--- src/rtl/dst_2d_ctrl_pkg.sv ---
// Shared transform/quant definitions for the 2-D DST sequencer: core widths,
// default pass shifts, controller states and the in-flight tag carried beside the core.
package dst_2d_ctrl_pkg;

    localparam int DST_IN_W       = 19;
    localparam int DST_OUT_W      = 28;
    localparam int FWD_SHIFT1_DEF = 1;
    localparam int FWD_SHIFT2_DEF = 8;
    localparam int INV_SHIFT1_DEF = 7;
    localparam int INV_SHIFT2_DEF = 12;

    typedef enum logic [1:0] {
        IDLE  = 2'd0,
        LOAD  = 2'd1,
        WAIT1 = 2'd2,
        COL   = 2'd3
    } state_t;

    // pass: 0 = row pass (result goes to the transpose buffer), 1 = column pass (result goes out)
    typedef struct packed {
        logic       valid;
        logic       pass;
        logic [1:0] idx;
        logic       inv;
    } tag_t;

endpackage

--- src/rtl/tq_round_clip.sv ---
// Round-half-up arithmetic right shift followed by signed saturation to OUT_W bits.
// The shift amount is chosen per transform direction.
module tq_round_clip #(
    parameter int IN_W      = 28,
    parameter int OUT_W     = 19,
    parameter int SHIFT_FWD = 1,
    parameter int SHIFT_INV = 7
) (
    input  logic                    inv,
    input  logic signed [IN_W-1:0]  din,
    output logic signed [OUT_W-1:0] dout
);

    localparam logic signed [IN_W:0] RND_F = (IN_W+1)'(1) << (SHIFT_FWD - 1);
    localparam logic signed [IN_W:0] RND_I = (IN_W+1)'(1) << (SHIFT_INV - 1);
    localparam logic signed [IN_W:0] MAX_V = (IN_W+1)'((1 << (OUT_W - 1)) - 1);
    localparam logic signed [IN_W:0] MIN_V = ~MAX_V;

    logic signed [IN_W:0] ext;
    logic signed [IN_W:0] shf;

    always_comb begin
        ext = {din[IN_W-1], din};
        if (inv) begin
            shf = (ext + RND_I) >>> SHIFT_INV;
        end else begin
            shf = (ext + RND_F) >>> SHIFT_FWD;
        end
        if (shf > MAX_V) begin
            dout = MAX_V[OUT_W-1:0];
        end else if (shf < MIN_V) begin
            dout = MIN_V[OUT_W-1:0];
        end else begin
            dout = shf[OUT_W-1:0];
        end
    end

endmodule

--- src/rtl/dst_2d_ctrl.sv ---
// Sequences an external 4x4 DST core through row pass, transpose buffer and column pass.
// state | meaning
// IDLE  | ready for row 0 of a new block; direction latched on its handshake
// LOAD  | accepting rows 1..3, each issued to the core as it arrives
// WAIT1 | waiting for the row-3 pass-1 result; issues column 0 when it lands
// COL   | issuing columns 1..3, then back to IDLE
module dst_2d_ctrl
    import dst_2d_ctrl_pkg::*;
#(
    parameter int IN_W       = 16,
    parameter int OUT_W      = 16,
    parameter int CORE_LAT   = 2,
    parameter int FWD_SHIFT1 = FWD_SHIFT1_DEF,
    parameter int FWD_SHIFT2 = FWD_SHIFT2_DEF,
    parameter int INV_SHIFT1 = INV_SHIFT1_DEF,
    parameter int INV_SHIFT2 = INV_SHIFT2_DEF
) (
    input  logic                     clk,
    input  logic                     rst,
    input  logic                     in_valid,
    output logic                     in_ready,
    input  logic                     in_inverse,
    input  logic [4*IN_W-1:0]        in_row,
    output logic                     core_inverse,
    output logic [4*DST_IN_W-1:0]    core_i,
    input  logic [4*DST_OUT_W-1:0]   core_o,
    output logic                     out_valid,
    output logic [4*OUT_W-1:0]       out_row,
    output logic                     out_last,
    output logic                     busy
);

    state_t                     state;
    logic [1:0]                 row_cnt;
    logic [1:0]                 col_cnt;
    logic                       blk_inv;
    logic signed [DST_IN_W-1:0] buf_q [4][4];
    tag_t                       iss_tag;
    tag_t                       tag_p [CORE_LAT];
    tag_t                       res_tag;
    logic                       hs;
    logic                       p1_we;
    logic                       pipe_busy;
    logic [1:0]                 col_sel;
    logic signed [DST_IN_W-1:0] p1_val [4];
    logic signed [OUT_W-1:0]    p2_val [4];
    logic signed [DST_IN_W-1:0] col_data [4];
    logic [4*DST_IN_W-1:0]      iss_data;

    assign hs      = in_valid & in_ready;
    assign res_tag = tag_p[CORE_LAT-1];
    assign p1_we   = res_tag.valid & ~res_tag.pass;
    assign busy    = (state != IDLE) | pipe_busy;

    for (genvar k = 0; k < 4; k++) begin : g_lane
        tq_round_clip #(
            .IN_W(DST_OUT_W), .OUT_W(DST_IN_W),
            .SHIFT_FWD(FWD_SHIFT1), .SHIFT_INV(INV_SHIFT1)
        ) u_p1 (
            .inv(res_tag.inv), .din(core_o[k*DST_OUT_W +: DST_OUT_W]), .dout(p1_val[k])
        );
        tq_round_clip #(
            .IN_W(DST_OUT_W), .OUT_W(OUT_W),
            .SHIFT_FWD(FWD_SHIFT2), .SHIFT_INV(INV_SHIFT2)
        ) u_p2 (
            .inv(res_tag.inv), .din(core_o[k*DST_OUT_W +: DST_OUT_W]), .dout(p2_val[k])
        );
    end

    // Column 0 is issued in the same cycle the row-3 result is written, so that
    // element bypasses the buffer.
    always_comb begin
        col_sel = (state == COL) ? col_cnt : 2'd0;
        for (int r = 0; r < 4; r++) begin
            if (p1_we && res_tag.idx == r[1:0]) begin
                col_data[r] = p1_val[col_sel];
            end else begin
                col_data[r] = buf_q[col_sel][r];
            end
        end
        iss_data = '0;
        for (int n = 0; n < 4; n++) begin
            if (state == IDLE || state == LOAD) begin
                iss_data[n*DST_IN_W +: DST_IN_W] =
                    {{(DST_IN_W-IN_W){in_row[n*IN_W+IN_W-1]}}, in_row[n*IN_W +: IN_W]};
            end else begin
                iss_data[n*DST_IN_W +: DST_IN_W] = col_data[n];
            end
        end
        pipe_busy = iss_tag.valid;
        for (int i = 0; i < CORE_LAT; i++) begin
            pipe_busy = pipe_busy | tag_p[i].valid;
        end
    end

    always_ff @(posedge clk or negedge rst) begin
        if (!rst) begin
            state        <= IDLE;
            row_cnt      <= 2'd0;
            col_cnt      <= 2'd0;
            blk_inv      <= 1'b0;
            in_ready     <= 1'b0;
            core_i       <= '0;
            core_inverse <= 1'b0;
            iss_tag      <= '0;
            out_valid    <= 1'b0;
            out_row      <= '0;
            out_last     <= 1'b0;
            for (int i = 0; i < CORE_LAT; i++) tag_p[i] <= '0;
            for (int k = 0; k < 4; k++) begin
                for (int r = 0; r < 4; r++) buf_q[k][r] <= '0;
            end
        end else begin
            iss_tag      <= '0;
            core_i       <= '0;
            core_inverse <= 1'b0;
            out_valid    <= 1'b0;
            out_last     <= 1'b0;
            tag_p[0]     <= iss_tag;
            for (int i = 1; i < CORE_LAT; i++) tag_p[i] <= tag_p[i-1];

            if (p1_we) begin
                for (int k = 0; k < 4; k++) buf_q[k][res_tag.idx] <= p1_val[k];
            end
            if (res_tag.valid && res_tag.pass) begin
                out_valid <= 1'b1;
                out_last  <= (res_tag.idx == 2'd3);
                for (int k = 0; k < 4; k++) out_row[k*OUT_W +: OUT_W] <= p2_val[k];
            end

            case (state)
                IDLE: begin
                    in_ready <= 1'b1;
                    if (hs) begin
                        blk_inv      <= in_inverse;
                        core_i       <= iss_data;
                        core_inverse <= in_inverse;
                        iss_tag      <= '{valid: 1'b1, pass: 1'b0, idx: 2'd0, inv: in_inverse};
                        row_cnt      <= 2'd1;
                        state        <= LOAD;
                    end
                end
                LOAD: begin
                    if (hs) begin
                        core_i       <= iss_data;
                        core_inverse <= blk_inv;
                        iss_tag      <= '{valid: 1'b1, pass: 1'b0, idx: row_cnt, inv: blk_inv};
                        row_cnt      <= row_cnt + 2'd1;
                        if (row_cnt == 2'd3) begin
                            in_ready <= 1'b0;
                            state    <= WAIT1;
                        end
                    end
                end
                WAIT1: begin
                    if (p1_we && res_tag.idx == 2'd3) begin
                        core_i       <= iss_data;
                        core_inverse <= blk_inv;
                        iss_tag      <= '{valid: 1'b1, pass: 1'b1, idx: 2'd0, inv: blk_inv};
                        col_cnt      <= 2'd1;
                        state        <= COL;
                    end
                end
                COL: begin
                    core_i       <= iss_data;
                    core_inverse <= blk_inv;
                    iss_tag      <= '{valid: 1'b1, pass: 1'b1, idx: col_cnt, inv: blk_inv};
                    col_cnt      <= col_cnt + 2'd1;
                    if (col_cnt == 2'd3) begin
                        in_ready <= 1'b1;
                        state    <= IDLE;
                    end
                end
            endcase
        end
    end

endmodule

--- config.mk ---
export PLATFORM = sky130hd
export DESIGN_NAME = dst_2d_ctrl
export DESIGN_NICKNAME = d
export VERILOG_FILES = /design/src/rtl/dst_2d_ctrl_pkg.sv /design/src/rtl/tq_round_clip.sv /design/src/rtl/dst_2d_ctrl.sv
export SDC_FILE = /design/constraint.sdc
export NUM_CORES = 2
export LEC_CHECK = 0
export BUFFER_PORTS_ARGS = -buffer_cell sky130_fd_sc_hd__buf_2
export CAP_MARGIN = 20
export CORE_MARGIN = 10
export CORE_UTILIZATION = 41
export CTS_CLUSTER_DIAMETER = 120
export DETAILED_ROUTE_END_ITERATION = 6
export HOLD_SLACK_MARGIN = 0.15
export PLACE_DENSITY_LB_ADDON = 0.08
export SYNTH_ARGS = -nofsm -noshare
export SYNTH_HDL_FRONTEND = slang
export SYNTH_HIERARCHICAL = 1
export SYNTH_SLANG_ARGS = --single-unit
export TNS_END_PERCENT = 1
--- constraint.sdc ---
create_clock -name clk -period 7.9 [get_ports clk]
set_input_delay 0.395 -clock clk [delete_from_list [all_inputs] [get_ports clk]]
set_output_delay 0.395 -clock clk [all_outputs]
set_load 0.05 [all_outputs]
==> qor.yml <==
timing:
  max_freq_mhz: 203.4
  finalWorstPathRequiredPeriod_ns: 4.916
  setup_ws_ns: 2.984
  slew_violations: 0
  final-setup-viol-count: 0
  fin_skew_ns: 0.03366
  worstMarginPinSlew_ns: 1.214
  grt_setup_unrepaired: "false"
  timing.slew.headroom_pct: 18.56
  final.setup.tns_ns: 0
  hold_violations: 0
  timing.final.crit_share_pct: 62.23
synthesis:
  synthesis.area_per_instance_sq_um: 9.365
  ys_seq_elements: 470
  async_flop_share_pct: 100.0
  compound_cell_area_share_of_the_yosys_netlist_pct: 15.35
  largest_family_of_logic_cells_by_synthesized_area: "simple AND/OR/NAND/NOR gates"
  synth_edf_count: 0
  syn_nets: 3566
  synthXorXnorAreaFrac_pct: 7.061
  post_synth_and_or_nand_nor_area_fraction_pct: 17.53
  post_synth_fa_ha_maj_area_fraction_pct: 0.8737
  netlist_area_sq_mm: 0.03151
  synth-main-ff-cell: "sky130_fd_sc_hd__dfrtp_1"
  post_synth_inst_count: 3364
  synth.yosys.warnings: 6
  synth_seq_area_share_pct: 37.33
  post_synth_num_cell_types: 90
  yosys-mux-area-fraction_pct: 17.16
placement:
  preCtsSetupSlack_ns: 3.067
  place_congestion: 0.8970
  port_buf_inserts: 324
  hpwl_mm: 81.62
global_route:
  grt_use_total_pct: 24.96
  gr-total-overflow: 0
  initial_antenna_violation_count: 16
  grt_first_pass_wirelength_mm: 174.6
  first_global_vias: 27190
  grt_max_degree: 164
clock_network:
  cts-root-buf: "sky130_fd_sc_hd__clkbuf_16"
  cts_resized: 0
  numClockSinks: 470
  cts.htree.levels: 2
  clock_insertion_delay_worst_skew_ns: 0.65
  clock_tree_from_tritoncts: "done"
  tritoncts.num_buffers: 57
  clk_path_buf_depth: 3
  clkTransAtPathRegs_ns: 0.06
  cts.repair_timing.setup_buffer_count: 0
worst_setup_path:
  worstPathMaxFanout: 62
  timing.critical_path.arrival_ns: 5.44
  endpoint_kind: "flop"
  cp.required_ns: 8.42
  critical_path_class: "flop to flop"
  cp-start-kind: "flop"
outcome:
  run_status: "complete, no violations"
finish:
  multi_input_comb_area_sq_mm: 0.01838
  fillCellCount: 7372
  area.sequential_sq_mm: 0.01177
  area_growth_syn_to_layout_pct: 13.62
  layout.nets: 3745
  layout-drive-gt1-share_pct: 26.59
  final_core_util_pct: 47.05
drt:
  post-route-drc-count: 0
  routed_wire_length_per_instance_um: 24.86
  postRouteWirelength_mm: 114.9
  route.detailed.vias_per_inst: 5.962
  route.antenna.remaining_nets: 0
  drt_pass1_iterations: 6
  initialDrtViolationCount: 2666
  route.vias.total: 27550
floorplan:
  floorplan.die.width_um: 297.2
  fp.coreArea_sq_mm: 0.07608
  floorplan.io_pins: 325
  effective_utilization_at_floorplan_pct: 41.41
  num_rows: 101
  fp.dieArea_sq_mm: 0.08833
  die_height_um: 297.2
worst_hold_path:
  worstHoldPathType: "input port to flop"
power:
  ir_worst_vdd_v: 0.0002860
  static-leakage-power_uw: 0.01492
  pwr_density_cell_mw_per_mm2: 358.5
  total_power_uw: 12830
job:
  cap_violations: 0
-- placed cells by master, fill, tap and decap left out, types with 19 or more instances in the layout --
cell and n:
sky130_fd_sc_hd__a211o_1 19, sky130_fd_sc_hd__a211oi_1 66, sky130_fd_sc_hd__a21oi_1 176, sky130_fd_sc_hd__a21oi_2 22, sky130_fd_sc_hd__a311oi_1 60, sky130_fd_sc_hd__a31oi_1 29
sky130_fd_sc_hd__and3_1 47, sky130_fd_sc_hd__buf_2 324, sky130_fd_sc_hd__buf_4 36, sky130_fd_sc_hd__clkbuf_16 57, sky130_fd_sc_hd__dfrtp_1 468, sky130_fd_sc_hd__dlygate4sd3_1 27
sky130_fd_sc_hd__ha_1 21, sky130_fd_sc_hd__inv_1 30, sky130_fd_sc_hd__mux2_2 369, sky130_fd_sc_hd__mux2i_1 125, sky130_fd_sc_hd__nand2_1 388, sky130_fd_sc_hd__nand3_1 153
sky130_fd_sc_hd__nand4_1 65, sky130_fd_sc_hd__nor2_1 206, sky130_fd_sc_hd__nor3_1 92, sky130_fd_sc_hd__nor4_1 50, sky130_fd_sc_hd__o21ai_0 188, sky130_fd_sc_hd__xnor2_1 156
sky130_fd_sc_hd__xor2_1 98
-- critical path: stages (launching register included) --
cell                       delay, ns
sky130_fd_sc_hd__dfrtp_4        0.84
sky130_fd_sc_hd__buf_4          0.67
sky130_fd_sc_hd__buf_4          0.62
sky130_fd_sc_hd__nor2_1         0.10
sky130_fd_sc_hd__o21ai_0        0.59
sky130_fd_sc_hd__o41ai_4        0.18
sky130_fd_sc_hd__buf_4          0.28
sky130_fd_sc_hd__a211oi_1       0.60
sky130_fd_sc_hd__mux2i_1        0.17
sky130_fd_sc_hd__nand2_1        0.21
sky130_fd_sc_hd__nand3_1        0.11
sky130_fd_sc_hd__a311oi_1       0.35
-- cells in the mapped netlist, drive strengths merged (4+ instances only) --
cell     count  area share, %
and4        16           0.45
nor4        56            1.3
or3         13           0.27
o311ai       4           0.11
buf        135            2.5
inv         30           0.36
a311oi      60            1.7
xnor2      156            4.3
and2         6           0.12
a21oi      199            3.5
clkbuf     139            1.8
o21a        16           0.38
nor3        93            1.5
and3        49           0.98
o2111ai      4           0.19
xor2        98            2.7
mux2       369             13
nor2       207            2.5
o211ai       5           0.12
nor3b       11           0.29
a31oi       33           0.73
a211o       19           0.53
a41oi        7           0.34
mux2i      125            4.0
ha          22           0.87
o31ai        9           0.23
a21boi      11           0.26
o221ai       5           0.14
dfrtp      470             37
a2111oi     24            1.0
nand3      159            2.6
o21ai      196            3.2
nand2b       9           0.18
nand4       73            1.6
or2          6           0.12
nand2      390            4.7
o21bai       4          0.095
or4         16           0.41
o41ai        8           0.46
o31a         4           0.11
a211oi      76            1.9
-- power by group --
part	total (uW)	leakage, uW	internal, uW	switching [uW]
Sequential	3980	0.00582	3310	670
Clock	2720	0.000932	1610	1100
Combinational	6130	0.00816	2050	4090
-- state kept, by name (all words and copies together) (netlist names) --
register and count:
out_row 64, buf_q 304, state 2, iss_tag 5, core_inverse 1, out_valid 1
out_last 1, tag_p 5, row_cnt 2, blk_inv 1, core_i 76, res_tag 5
in_ready 1, col_cnt 2
-- repair_timing --
| action | in CTS | in global routing |
|---|---|---|
| setup endpoints to repair | 0 | 0 |
| hold buffers | 27 | 0 |
| hold endpoints to repair | 118 | 0 |
-- path summary, 6_finish.rpt --
kind                                       from  slack [ns]  cells past startpoint                endpoint
min reg2reg                  tag_p[7]$_DFF_PN0_        0.35                      0    res_tag[2]$_DFF_PN0_
max in group asynchronous                   rst        5.98                      3  out_row[9]$_DFFE_PN0P_
max                        res_tag[0]$_DFF_PN0_        2.98                     11    core_i[63]$_DFF_PN0_
min                                  in_row[60]        0.20                      3    core_i[69]$_DFF_PN0_
min in group asynchronous                   rst        0.39                      2  buf_q[235]$_DFFE_PN0P_
max reg2reg                res_tag[0]$_DFF_PN0_        2.98                     11    core_i[63]$_DFF_PN0_
-- metrics by stage --
step / area [sq um] / hold WS [ns] / std cells
2_1_floorplan: 31510 / 0.09941 / 3364
3_3_place_gp: 33430 / 0.3338 / 4474
3_5_place_dp: 33520 / 0.3365 / 4483
4_1_cts: 35700 / 0.1618 / 4614
5_1_grt: 35790 / 0.1845 / 4620
6_report: 35800 / 0.2020 / 4621
-- per-layer routing --
| layer | vias up | track usage [%] | wire length [um] |
|---|---|---|---|
| li1 | 12610 | - | - |
| met1 | 13840 | 36.34 | 54380 |
| met2 | 954 | 37.58 | 49970 |
| met3 | 141 | 5.455 | 8554 |
| met4 | 12 | 4.727 | 1920 |
| met5 | - | 0 | 76 |
-- area by class of cell --
type	instances	share of cell area, %
Timing Repair Buffer	396	6.505
Inverter	30	0.3146
Clock buffer	82	4.498
Tap cell	1030	3.600
Clock inverter	22	0.8494
Multi-Input combinational cell	2588	51.34
Antenna cell	3	0.02097
Sequential cell	470	32.88
-- cell families (layout without fill, tap and decap cells) --
logic type,count (synthesis),count (layout)
and+or+nand+nor,1118,1118
AOI/OAI and AO/OA,700,700
xor gates and xnor gates,254,254
adders and majority gates,22,22
buffers and inverters,306,530
other,0,3
muxes,494,494
DFF,470,470
Power figures use the tool's default switching activity.
